==> src/rtl/cpu_run_pkg.sv <==
// -----------------------------------------------------------------------------
// cpu_run_pkg
//   Shared definitions for the CPU run controller:
//   - run_state_e : 3-bit FSM state encoding (IDLE, RST_CPU, RUN, CHECK, DONE)
//   - DEF_*       : default parameter values used by the controller and watchdog
// -----------------------------------------------------------------------------
package cpu_run_pkg;

    localparam int unsigned DEF_DATA_W       = 64;
    localparam int unsigned DEF_CNT_W        = 16;
    localparam int unsigned DEF_RESET_CYCLES = 2;
    localparam int unsigned DEF_WDOG_LIMIT   = 255;

    typedef enum logic [2:0] {
        IDLE    = 3'd0,
        RST_CPU = 3'd1,
        RUN     = 3'd2,
        CHECK   = 3'd3,
        DONE    = 3'd4
    } run_state_e;

endpackage

==> src/rtl/run_watchdog.sv <==
// -----------------------------------------------------------------------------
// run_watchdog
//   Saturating run-cycle counter with an expire flag.
// Ports:
//   i_clk     clock, posedge
//   i_clear   synchronous clear to zero (has priority over i_en)
//   i_en      count enable; the counter sticks at all-ones
//   o_count   current count (registered)
//   o_expire  high while o_count == LIMIT-1, i.e. the last permitted cycle
// -----------------------------------------------------------------------------
module run_watchdog
    import cpu_run_pkg::*;
#(
    parameter int unsigned CNT_W = DEF_CNT_W,
    parameter int unsigned LIMIT = DEF_WDOG_LIMIT
) (
    input  logic             i_clk,
    input  logic             i_clear,
    input  logic             i_en,
    output logic [CNT_W-1:0] o_count,
    output logic             o_expire
);

    localparam logic [CNT_W-1:0] LAST = CNT_W'(LIMIT - 1);

    logic [CNT_W-1:0] r_count;

    always_ff @(posedge i_clk) begin
        if (i_clear) begin
            r_count <= '0;
        end else if (i_en && (r_count != '1)) begin
            r_count <= r_count + CNT_W'(1);
        end
    end

    assign o_count  = r_count;
    assign o_expire = (r_count == LAST);

endmodule

==> src/rtl/cpu_run_controller.sv <==
// -----------------------------------------------------------------------------
// cpu_run_controller
//   Run controller and result checker for the single-cycle CPU. Holds the CPU
//   in reset, releases it at start_pc, waits for currentpc >= end_pc, then
//   compares MemtoRegOut with the expected value. A watchdog bounds the run.
// Ports:
//   CLK, reset              clock and synchronous active-high reset
//   start                   run request, honoured only in IDLE or DONE
//   start_pc/end_pc/expected run parameters, latched on start acceptance
//   currentpc, MemtoRegOut  observed CPU state
//   cpu_resetl, startpc     CPU reset (active-low) and start PC
//   busy, done, pass, timeout, cycle_count   run status
// -----------------------------------------------------------------------------
module cpu_run_controller
    import cpu_run_pkg::*;
#(
    parameter int unsigned DATA_W       = DEF_DATA_W,
    parameter int unsigned CNT_W        = DEF_CNT_W,
    parameter int unsigned RESET_CYCLES = DEF_RESET_CYCLES,
    parameter int unsigned WDOG_LIMIT   = DEF_WDOG_LIMIT
) (
    input  logic              CLK,
    input  logic              reset,
    input  logic              start,
    input  logic [DATA_W-1:0] start_pc,
    input  logic [DATA_W-1:0] end_pc,
    input  logic [DATA_W-1:0] expected,
    input  logic [DATA_W-1:0] currentpc,
    input  logic [DATA_W-1:0] MemtoRegOut,
    output logic              cpu_resetl,
    output logic [DATA_W-1:0] startpc,
    output logic              busy,
    output logic              done,
    output logic              pass,
    output logic              timeout,
    output logic [CNT_W-1:0]  cycle_count
);

    localparam int unsigned      RST_W    = (RESET_CYCLES > 1) ? $clog2(RESET_CYCLES) : 1;
    localparam logic [RST_W-1:0] RST_LAST = RST_W'(RESET_CYCLES - 1);

    run_state_e        r_state;
    logic [RST_W-1:0]  r_rst_cnt;
    logic [DATA_W-1:0] r_end_pc;
    logic [DATA_W-1:0] r_expected;
    logic [DATA_W-1:0] r_startpc;
    logic              r_cpu_resetl;
    logic              r_busy;
    logic              r_done;
    logic              r_pass;
    logic              r_timeout;

    logic              w_accept;
    logic              w_reached;
    logic              w_wd_clear;
    logic              w_wd_en;
    logic              w_wd_expire;
    logic [CNT_W-1:0]  w_count;

    assign w_accept  = start && ((r_state == IDLE) || (r_state == DONE));
    assign w_reached = (currentpc >= r_end_pc);

    // Count is cleared on acceptance so it reads 0 throughout RST_CPU, and
    // does not advance on the completing cycle so it records where PC landed.
    assign w_wd_clear = reset || w_accept;
    assign w_wd_en    = (r_state == RUN) && !w_reached;

    run_watchdog #(
        .CNT_W (CNT_W),
        .LIMIT (WDOG_LIMIT)
    ) u_watchdog (
        .i_clk    (CLK),
        .i_clear  (w_wd_clear),
        .i_en     (w_wd_en),
        .o_count  (w_count),
        .o_expire (w_wd_expire)
    );

    always_ff @(posedge CLK) begin
        if (reset) begin
            r_state      <= IDLE;
            r_rst_cnt    <= '0;
            r_end_pc     <= '0;
            r_expected   <= '0;
            r_startpc    <= '0;
            r_cpu_resetl <= 1'b0;
            r_busy       <= 1'b0;
            r_done       <= 1'b0;
            r_pass       <= 1'b0;
            r_timeout    <= 1'b0;
        end else if (w_accept) begin
            r_state      <= RST_CPU;
            r_rst_cnt    <= '0;
            r_end_pc     <= end_pc;
            r_expected   <= expected;
            r_startpc    <= start_pc;
            r_cpu_resetl <= 1'b0;
            r_busy       <= 1'b1;
            r_done       <= 1'b0;
            r_pass       <= 1'b0;
            r_timeout    <= 1'b0;
        end else begin
            case (r_state)
                RST_CPU: begin
                    if (r_rst_cnt == RST_LAST) begin
                        r_state      <= RUN;
                        r_cpu_resetl <= 1'b1;
                    end else begin
                        r_rst_cnt <= r_rst_cnt + RST_W'(1);
                    end
                end
                RUN: begin
                    // Reaching end_pc wins over an expiring watchdog.
                    if (w_reached) begin
                        r_state <= CHECK;
                    end else if (w_wd_expire) begin
                        r_state   <= DONE;
                        r_busy    <= 1'b0;
                        r_done    <= 1'b1;
                        r_pass    <= 1'b0;
                        r_timeout <= 1'b1;
                    end
                end
                CHECK: begin
                    r_state   <= DONE;
                    r_busy    <= 1'b0;
                    r_done    <= 1'b1;
                    r_pass    <= (MemtoRegOut == r_expected);
                    r_timeout <= 1'b0;
                end
                default: begin
                    // IDLE and DONE hold until a start is accepted.
                end
            endcase
        end
    end

    assign cpu_resetl  = r_cpu_resetl;
    assign startpc     = r_startpc;
    assign busy        = r_busy;
    assign done        = r_done;
    assign pass        = r_pass;
    assign timeout     = r_timeout;
    assign cycle_count = w_count;

endmodule

==> config.mk <==
export PLATFORM = sky130hd
export DESIGN_NAME = cpu_run_controller
export DESIGN_NICKNAME = d
export VERILOG_FILES = /design/src/rtl/cpu_run_pkg.sv /design/src/rtl/run_watchdog.sv /design/src/rtl/cpu_run_controller.sv
export SDC_FILE = /design/constraint.sdc
export NUM_CORES = 1
export LEC_CHECK = 0
export ABC_AREA = 1
export CORE_AREA = 2 2 147 292
export CTS_BUF_LIST = sky130_fd_sc_hd__clkbuf_4 sky130_fd_sc_hd__clkbuf_8
export DETAILED_ROUTE_END_ITERATION = 8
export DIE_AREA = 0 0 149 294
export PLACE_DENSITY = 0.58
export SYNTH_ARGS = -nofsm -noshare
export SYNTH_HDL_FRONTEND = slang
export SYNTH_SLANG_ARGS = --single-unit
==> constraint.sdc <==
create_clock -name CLK -period 1.92 [get_ports CLK]
set_input_delay 0.384 -clock CLK [delete_from_list [all_inputs] [get_ports CLK]]
set_output_delay 0.384 -clock CLK [all_outputs]
set_load 0.1 [all_outputs]
==> flow_summary.json <==
{
  "status": "finished, violations left",
  "violations": "setup timing",
  "p_leak_nw": 6.96,
  "p_total_mw": 13.9,
  "finalCritPeriodShare_pct": 110,
  "grt_usage_pct": 17.3,
  "wl_per_cell_um": 16.0,
  "start_kind": "primary input",
  "yosys.area.top_type": "dfxtp_1",
  "area_growth_syn_to_layout_pct": 65.3,
  "drive_gt1_share_pct": 21.6,
  "worstSetupEndpointType": "flip-flop",
  "yosys.area.top_type_share_pct": 42.2,
  "place_inst": 2325,
  "synthTopCellsByArea": "dfxtp_1 42%, nor2_1 10%, o21ai_0 9.8%",
  "grt_pass1_wl_um": 58600,
  "crit_start": "currentpc[53]",
  "powerDensity_nw_per_um2": 820,
  "wirelength_um": 38600,
  "grt_antenna_before_repair": 16,
  "vias": 10600,
  "io_pins": 408,
  "grt_setup_unrepaired": "yes",
  "crit_path_max_fanout": 7,
  "synth-seq-cells": 217,
  "dp_hpwl_um": 29800,
  "finalHoldViolCount": 0,
  "vias_per_cell": 4.39,
  "numClockSinks": 217,
  "portBuffers": 407,
  "fin_crit_ns": 2.11,
  "stdcell_count": 2407,
  "clock_skew_ns": 0.0173,
  "synth_cell_types": 38,
  "ir_drop_v": 0.000576,
  "cts-htree-levels": 2,
  "die-area_um2": 43800,
  "critical_path_class": "in -> reg",
  "die_height_um": 294,
  "maxClockFrequency_ghz": 0.475,
  "cts_buffers": 37,
  "multiInputGateArea_um2": 5810,
  "core_region_area_um2": 41600,
  "synth_cells": 1364,
  "cts_hold_buf": 0,
  "place_congestion": 0.862,
  "slew-limit-headroom_pct": 60.2,
  "clkTransAtPathRegs_ns": 0.06,
  "drtPass1Iterations": 4,
  "std_cell_rows": 106,
  "path_cells": "clkdlybuf4s50_1, ha_4, a21oi_2, o21ai_1, nor2_1, nand2_1, nand2_2, nand2_2, nor2_4, nand2_4, nor2_4, clkbuf_16, nand2_1, a21oi_1",
  "syn_nets": 1753,
  "pre_cts_slack_ns": -0.888,
  "setup_ws_ns": -0.187,
  "arrival_ns": 2.58,
  "fin_area_um2": 17000,
  "slew_violations": 0,
  "worstMarginPinSlew_ns": 0.592,
  "root_buffer": "clkbuf_8",
  "setup_tns_ns": -3.23,
  "dpl_cell_area_um2": 15500,
  "drc": 0,
  "cp_num_buf_inv": 2,
  "r2r-start": "r_end_pc[53]",
  "grt_pass1_vias": 11000,
  "ant_nets": 0,
  "clockBufferDepth": 3,
  "detail_route.iter0.violations": 266,
  "required_ns": 2.39,
  "fillers": 4216,
  "cts_tree": "yes",
  "finalSetupViolCount": 23,
  "die_w_um": 149,
  "critPathMaxStageDelay_ns": 0.53,
  "syn_avg_cell_area_um2": 7.54,
  "synthesis.area_um2": 10300,
  "start_util_pct": 24.7,
  "fin_nets": 2225,
  "critPathTopFamily": "simple AND/OR/NAND/NOR gates",
  "synth_warnings": 0,
  "maxCapViolations": 0,
  "hold_ws_ns": 0.453,
  "clock_latency_ns": 0.55,
  "min_path_type": "in -> reg",
  "seqCellArea_um2": 4410,
  "hold_start": "start_pc[15]",
  "slowest_stage": "clkdlybuf4s50_1",
  "final_util_pct": 40.8,
  "yosysSeqAreaShare_pct": 42.2,
  "grt_max_degree": 87,
  "grt-ovfl-total": 0
}
-- worst min-delay path, stage by stage --
cell and delay (ns):
clkdlybuf4s50_1 0.39, o21ai_0 0.15, nor2_1 0.04
-- kinds of logic after synthesis --
| logic type | after synthesis | share of synthesized area, % |
|---|---|---|
| AND/OR/NAND/NOR | 492 | 20.3 |
| AO/OA/AOI/OAI | 334 | 16.7 |
| flip-flops | 217 | 42.2 |
| buffers and inverters | 190 | 7.23 |
| adder cells (fa/ha/maj) | 66 | 8.03 |
| XOR/XNOR | 65 | 5.54 |
-- power by group --
| part | leakage (nW) | switching, mW | internal (mW) |
|---|---|---|---|
| Sequential | 1.81 | 0.209 | 4.92 |
| Combinational | 4.74 | 2.44 | 1.73 |
| Clock | 0.421 | 2.02 | 2.61 |
-- flip-flops by register name, indices dropped and copies added (netlist names), 3 cells and up --
register / cells
u_watchdog.o_count: 16
r_state: 3
r_end_pc: 64
startpc: 64
r_expected: 64
-- per-layer routing --
metal / wire, um / vias to the layer above / track usage [%]
li1: - / 5395 / -
met5: 90 / - / 0
met1: 12700 / 4706 / 15.7
met2: 21400 / 351 / 34.6
met3: 2940 / 97 / 5.15
met4: 1430 / 16 / 6.85
-- area by class of cell --
class | instances | share of cell area [%]
multi-input cells | 959 | 34.2
repair buffers | 497 | 28.4
flip-flops and latches | 217 | 25.9
clock buffers | 56 | 4.17
well taps | 540 | 3.98
inverters | 124 | 2.77
clock inverters | 6 | 0.471
diodes | 8 | 0.118
-- cells in the final DEF (no fill, tap or decap), types with 26 or more instances in the layout --
cell type	n
o21ai_0	195
a21oi_2	26
clkbuf_8	46
xor2_1	32
a21oi_1	101
xnor2_1	33
clkdlybuf4s50_1	322
buf_4	151
nor2_1	263
dfxtp_1	194
nand2_1	107
ha_1	42
inv_1	108
-- synthesized netlist by cell type --
cell,n
a21o_1,2
a21oi_1,121
a21oi_2,6
buf_1,2
buf_12,1
buf_2,5
buf_6,1
clkbuf_1,57
clkinv_1,1
dfxtp_1,217
ha_1,66
inv_1,122
inv_2,1
nand2_1,134
nand2_2,6
nand2_4,1
nand3_1,21
nand3_2,1
nand3b_1,1
nand3b_4,1
nand4_1,12
nand4_2,1
nor2_1,273
nor2_2,1
nor2_4,2
nor2_8,1
nor3_1,18
nor3_2,2
nor3_4,1
nor3b_2,1
nor4_1,5
o2111ai_1,2
o21a_1,1
o21ai_0,201
o21ai_2,1
or2_2,10
xnor2_1,33
xor2_1,32
-- path summary, 6_finish.rpt --
kind                           endpoint  slack (ns)  depth (start not counted)
setup / recovery  u_watchdog.o_count[3]       -0.19                         14
hold / removal              startpc[15]        0.45                          3
setup reg to reg  u_watchdog.o_count[3]       -0.17                         14
hold reg to reg          r_expected[52]        0.46                          2
-- repair_timing --
action / 4_1_cts / 5_1_grt
buffers inserted: 5 / 5
endpoints found under the setup margin: 23 / 23
gates resized for setup: 83 / 47
gates cloned: 2 / 1
pin swaps: 20 / 14
(Power assumes the default switching activity.)
